### config.mk
export PLATFORM = sky130hd
export DESIGN_NAME = fetch_unit
export DESIGN_NICKNAME = d
export VERILOG_FILES = /design/src/rtl/riscv_pkg.sv /design/src/rtl/fetch_unit.sv
export SDC_FILE = /design/constraint.sdc
export NUM_CORES = 1
export LEC_CHECK = 0
export CORE_UTILIZATION = 49
export DETAILED_ROUTE_END_ITERATION = 8
export DONT_BUFFER_PORTS = 1
export GPL_ROUTABILITY_DRIVEN = 1
export RECOVER_POWER = 50
export SLEW_MARGIN = 25
export SYNTH_ARGS = -nofsm -noshare
export SYNTH_HDL_FRONTEND = slang
export SYNTH_SLANG_ARGS = --single-unit
### constraint.sdc
create_clock -name clk_i -period 9.82 [get_ports clk_i]
set_clock_uncertainty 0.05 [all_clocks]
set_input_delay 1.964 -clock clk_i [delete_from_list [all_inputs] [get_ports clk_i]]
set_output_delay 1.964 -clock clk_i [all_outputs]
set_load 0.005 [all_outputs]
### src/rtl/riscv_pkg.sv
// Shared fetch definitions: the fetch FSM state encoding and the default reset vector.
package riscv_pkg;

    localparam int unsigned XLEN = 32;
    localparam logic [XLEN-1:0] RESET_PC_DEFAULT = 32'h0000_0000;
    localparam logic [XLEN-1:0] INSTR_BYTES = 32'd4;

    typedef enum logic [2:0] {
        IDLE,
        REQ,
        WAIT,
        HOLD,
        HALT
    } fetch_state_e;

endpackage

### src/rtl/fetch_unit.sv
// Instruction fetch: one outstanding imem request, stall hold, redirect with stale-data discard.
// Optional FETCH_MISALIGN_TRAP_EN: misaligned redirect raises sticky fetch_err_o and halts fetch.
module fetch_unit
    import riscv_pkg::*;
#(
    parameter logic [31:0] RESET_PC = RESET_PC_DEFAULT
) (
    input  logic        clk_i,
    input  logic        rst_i,
    input  logic        stall_i,
    input  logic        redirect_i,
    input  logic [31:0] redirect_pc_i,
    output logic        imem_req_o,
    output logic [31:0] imem_addr_o,
    input  logic        imem_gnt_i,
    input  logic        imem_rvalid_i,
    input  logic [31:0] imem_rdata_i,
    output logic [31:0] instr_o,
    output logic        instr_valid_o,
    output logic [31:0] instr_pc_o,
    output logic        fetch_err_o
);

    fetch_state_e state;
    logic [31:0]  pc;
    logic [31:0]  pc_next;
    logic [31:0]  redirect_tgt;
    logic         misalign;
    logic         discard;

`ifdef FETCH_MISALIGN_TRAP_EN
    assign redirect_tgt = redirect_pc_i;
    assign misalign     = redirect_i && (redirect_pc_i[1:0] != 2'b00) && (state != HALT);
`else
    logic redirect_lsb_unused;
    assign redirect_lsb_unused = ^redirect_pc_i[1:0];
    assign redirect_tgt        = {redirect_pc_i[31:2], 2'b00};
    assign misalign            = 1'b0;
`endif

    assign pc_next = pc + INSTR_BYTES;

    always_ff @(posedge clk_i or posedge rst_i) begin
        if (rst_i) begin
            state         <= IDLE;
            pc            <= RESET_PC;
            imem_req_o    <= 1'b0;
            imem_addr_o   <= RESET_PC;
            instr_o       <= 32'h0;
            instr_valid_o <= 1'b0;
            instr_pc_o    <= 32'h0;
            fetch_err_o   <= 1'b0;
            discard       <= 1'b0;
        end else if (misalign) begin
            state         <= HALT;
            imem_req_o    <= 1'b0;
            instr_valid_o <= 1'b0;
            fetch_err_o   <= 1'b1;
            discard       <= 1'b0;
        end else if (redirect_i && (state != HALT)) begin
            pc            <= redirect_tgt;
            imem_addr_o   <= redirect_tgt;
            instr_valid_o <= 1'b0;
            // A request already accepted by memory must still be drained before refetching.
            if ((state == WAIT && !imem_rvalid_i) || (state == REQ && imem_gnt_i)) begin
                state      <= WAIT;
                imem_req_o <= 1'b0;
                discard    <= 1'b1;
            end else begin
                state      <= REQ;
                imem_req_o <= 1'b1;
                discard    <= 1'b0;
            end
        end else begin
            unique case (state)
                IDLE: begin
                    state       <= REQ;
                    imem_req_o  <= 1'b1;
                    imem_addr_o <= pc;
                end
                REQ: begin
                    instr_valid_o <= 1'b0;
                    if (imem_gnt_i) begin
                        state      <= WAIT;
                        imem_req_o <= 1'b0;
                    end
                end
                WAIT: begin
                    instr_valid_o <= 1'b0;
                    if (imem_rvalid_i) begin
                        if (discard) begin
                            discard     <= 1'b0;
                            state       <= REQ;
                            imem_req_o  <= 1'b1;
                            imem_addr_o <= pc;
                        end else begin
                            instr_o       <= imem_rdata_i;
                            instr_pc_o    <= pc;
                            instr_valid_o <= 1'b1;
                            pc            <= pc_next;
                            if (stall_i) begin
                                state <= HOLD;
                            end else begin
                                state       <= REQ;
                                imem_req_o  <= 1'b1;
                                imem_addr_o <= pc_next;
                            end
                        end
                    end
                end
                HOLD: begin
                    if (!stall_i) begin
                        state         <= REQ;
                        imem_req_o    <= 1'b1;
                        imem_addr_o   <= pc;
                        instr_valid_o <= 1'b0;
                    end
                end
                HALT: begin
                    imem_req_o    <= 1'b0;
                    instr_valid_o <= 1'b0;
                end
                default: begin
                    state      <= IDLE;
                    imem_req_o <= 1'b0;
                end
            endcase
        end
    end

endmodule

# Yosys cells after proc, flatten, opt, wreduce, memory -nomap -nowiden
# Cells that the tools add are included.
# op_classes
mux	34
reduce_logical	18
n_eq_ne	11
addsub	1
bitwise_logic	2
# op_table
operator	count
$mux 32	9
$pmux 32 s3	1
$add 32x3->32 const B	1
$pmux 3 s5	1
$mux 1	14
$mux 3	4
$ne 3x3->1 const B	4
$reduce_and 4->1	3
$reduce_bool 4->1	2
$eq 3x2->1 const B	2
$mux 2	3
$reduce_and 2->1	3
$ne 4x4->1 const B	1
$pmux 1 s4	1
$reduce_bool 2->1	2
$eq 3x1->1 const B	1
$eq 3x3->1 const B	1
$logic_and 1x1->1	3
$logic_not 3->1	1
$pmux 1 s3	1
$reduce_and 3->1	1
$ne 2x1->1 const B	1
$ne 2x2->1 const B	1
$not 1->1	2
other kinds (3)	3
# totals
ff_bits	134
inputBits	70
elab_cells	74

# Logic depth before layout (Yosys ltp)
# logic_depth
ltp_word	6
ltp_mapped	10

# Worst setup path after synthesis
# No wires, ideal clock.
# synth_timing
path_type	input to register
startpoint	in imem_rvalid_i
endpoint	reg pc[31]
t_arrival_ns	3.581
cell_stages	6
path_buffers	1
required_ns	9.688
slack_ns	6.107
cell_sequence	clkbuf_1 > nand3b_1 > nor4_1 > nand2_1 > or3_1 > a31oi_1
# synth_between
elab_chain_len	2
# synth_lines
element	line_no	source
start: declaration	fetch_unit.sv:16	input logic imem_rvalid_i,
$reduce_bool 2->1 (no source line)	--	
$reduce_and 3->1 (no source line)	--	
end signal: assignment	fetch_unit.sv:61	pc <= redirect_tgt;
end signal: assignment	fetch_unit.sv:100	pc <= pc_next;
end: declaration	fetch_unit.sv:25	logic [31:0] pc;
# Every way passes these cells.
# A chain may end at the register's enable or synchronous reset.

==> results.md <==
- Leak pwr: just under 3 nW
- Die X: 118.0 um
- Gates resized, CTS repair: 0
- Vias: 4664
- Critical Path RT: 9.78 ns
- CTS buffer count: 17
- # clock sinks: between 100 and 150
- Area added between synthesis and finish: 8.830%
- Endpoints failing hold: 0
- Critical Path, Cell by Cell: clkinvlp_2, clkbuf_1
- Pin count of the biggest net entering global routing: 58
- CTS Root Cell: clkbuf_16
- CP endpoint kind: async pin
- Floorplan row count: 42
- Sequential share of the synthesized area: 0.4861
- WP buf/inv: 2
- First-pass GRT wire length: ~25000 um
- Routed wire length: between 15000 and 20000 um
- Total negative slack: 0 ns
- Share of layout cells above drive strength 1: 0.2026
- WL per Instance: 20.36 um
- Drt initial violations: between 200 and 250
- Synth Warn #: 0
- Post-Synthesis Cells: 617
- Pre-CTS setup slack: 5.815 ns
- Critical path startpoint category: primary input
- Clock-pin transition on the worst setup and hold timing paths: ~0.050 ns
- Post-route ant nets: 0
- Avg Cell Area, Syn: roughly 11 um^2
- Non-Filler Instances: around 800
- Netlist cell types: 62
- Slowest-stage cell, CP: clkbuf_1
- Failing checks: capacitance limit, slew limit
- Fin crit period: between 4 and 5 ns
- Max transition margin: -0.6013
- Worst-Skew Late Latency: 0.41 ns
- Ports: 169
- Status: finished with violations
- Seq cells post-synth: between 100 and 150
- Period Utilization, post-route: 0.5015
- Slowest stage delay, CP: ~1.8 ns
- Actual slew at the worst max-slew pin: about 2.4 ns
- Slew Limit Fails: approximately 130
- Clock Path Buffers: 2
- Setup Fix Bufs, Post-CTS: 0
- DRC violations left: 0
- Post-synth EDFFs: 0
- Total placed cells including tap cells: between 700 and 800
- Setup violators final: 0
- Total track usage: 0.2389
- Commonest non-fill, non-tap cells in the layout: dfrtp_1 (128), mux2_2 (73), nand2_1 (46)
- Input/output buffers: 0
- Starting Density: 0.4995
- CORE AREA: ~0.013 mm^2
- CP top delay family: buffers and inverters
- Post-route cell area: 0.007171 mm^2
- Final nets: 670
- Placed inst area: 0.006614 mm^2
- Initial antenna violation count: 0
- Hold buffers post-CTS: 0
- First-pass DRT Iterations: 5
- Max-Cap Viols: 3
- Final HPWL from detailed placement: 10840 um
- H-tree depth: 4
- RePlAce Congestion: around 0.78
- CTS tree: done
- Pwr/cell area: roughly 280 mW/mm^2
- Setup WS post-layout: 4.895 ns
- Antenna cells: 0
- Total Power: about 2 mW
- Die H: between 100 and 150 um
- Most common cell after layout, fill and taps aside: dfrtp_1
- Worst VDD drop: 0.1563 mV
- Arr. time, crit path: 4.89 ns
- Synth Cell Area: 0.006589 mm^2
- Vias in the first global route: approximately 4600
- Type of the most critical hold path: reg2reg
- Total gr overflow: 0
- Critical path class: in2async
- Fillcell total: around 1200
- FFs w/ async S/R, synth: 1.000
- Avg Vias per Cell: a little under 6
- Unrepaired setup endpoints after global routing: false
- Primary FF master, synth: dfrtp_1
- FMAX: 203.1 MHz
- CP max FO: between 40 and 50
- Die area: between 0.01 and 0.015 mm^2
state kept, by name, summed over array words and instances, names as in the netlist:
signal and count:
instr_o 32, pc 30, imem_req_o 1, discard 1, instr_valid_o 1, imem_addr_o 31
state 2, instr_pc_o 30
power by group:
part | internal [mW] | leakage (nW) | switching (mW)
registers | 0.738 | 1.54 | 0.199
logic | 0.222 | 1.10 | 0.226
clock network | 0.397 | 0.287 | 0.220
cells by family (layout without fill, tap and decap cells):
kind of cell | count (synthesis) | count (layout) | synth area share
flops | 128 | 128 | 0.4861
mux | 79 | 79 | 0.1339
simple gates | 187 | 187 | 0.1493
compound gates | 107 | 107 | 0.1031
xor+xnor | 49 | 49 | 0.06513
other cells | 1 | 3 | 0.0005691
fa+ha+maj | 5 | 5 | 0.009495
buf+inv | 61 | 49 | 0.05241
layer usage:
metal | vias up | part of all wire | GRT usage
met3 | 18 | 0.091 | 0.09690
met5 | - | 0 | 0
li1 | 2147 | - | -
met2 | 191 | 0.46 | 0.3540
met1 | 2308 | 0.44 | 0.3115
met4 | 0 | 0.016 | 0.09135
path summary, 6_finish.rpt:
| kind | slack, ns | cells past startpoint | start | endpoint |
|---|---|---|---|---|
| worst min register to register | 0.45 | 2 | imem_addr_o[2] | imem_addr_o[2] |
| worst min-delay path | 0.45 | 2 | imem_addr_o[2] | imem_addr_o[2] |
| worst max-delay path | 4.90 | 2 | rst_i | instr_pc_o[8] |
| worst max register to register | 6.73 | 6 | state[0] | instr_o[3] |
| min in group asynchronous | 1.88 | 1 | rst_i | instr_o[23] |
| max in group clk_i | 5.91 | 5 | redirect_i | imem_addr_o[3] |
synth_stat cells, types with 7 or more instances:
cell / n / area, um^2
dfrtp_1: 128 / 3203
nor3_1: 16 / 80.08
mux2_2: 73 / 822.0
nor2_1: 40 / 150.1
o22ai_1: 7 / 43.79
nand4_1: 8 / 50.05
xor2_1: 25 / 219.0
buf_6: 7 / 78.83
nor4_1: 11 / 68.82
a21boi_0: 7 / 52.55
a221oi_1: 7 / 61.31
buf_4: 7 / 52.55
nand2_1: 46 / 172.7
inv_1: 10 / 37.54
a21oi_1: 23 / 115.1
xnor2_1: 24 / 210.2
clkbuf_1: 24 / 90.09
nand3_1: 20 / 100.1
nand2b_1: 11 / 68.82
and3_1: 8 / 50.05
o21ai_0: 31 / 155.2
stage by stage:
step | hold slack [ns] | util
floorplan | 0.4226 | -
global placement | 0.4409 | 0.4994
detailed placement | 0.4466 | 0.5014
CTS | 0.4587 | 0.5451
global route | 0.4863 | 0.5436
finish | 0.4513 | 0.5436
area by class of cell:
class                           count  area (um^2)  share of cell area
Clock inverter                      6        80.08             0.01117
Timing Repair Buffer                7        57.56            0.008027
Multi-Input combinational cell    430         3072              0.4284
Tap cell                          176        220.2             0.03071
Sequential cell                   128         3203              0.4467
Inverter                           11        42.54            0.005933
Clock buffer                       25        495.5             0.06910
Power figures use the tool's default switching activity.
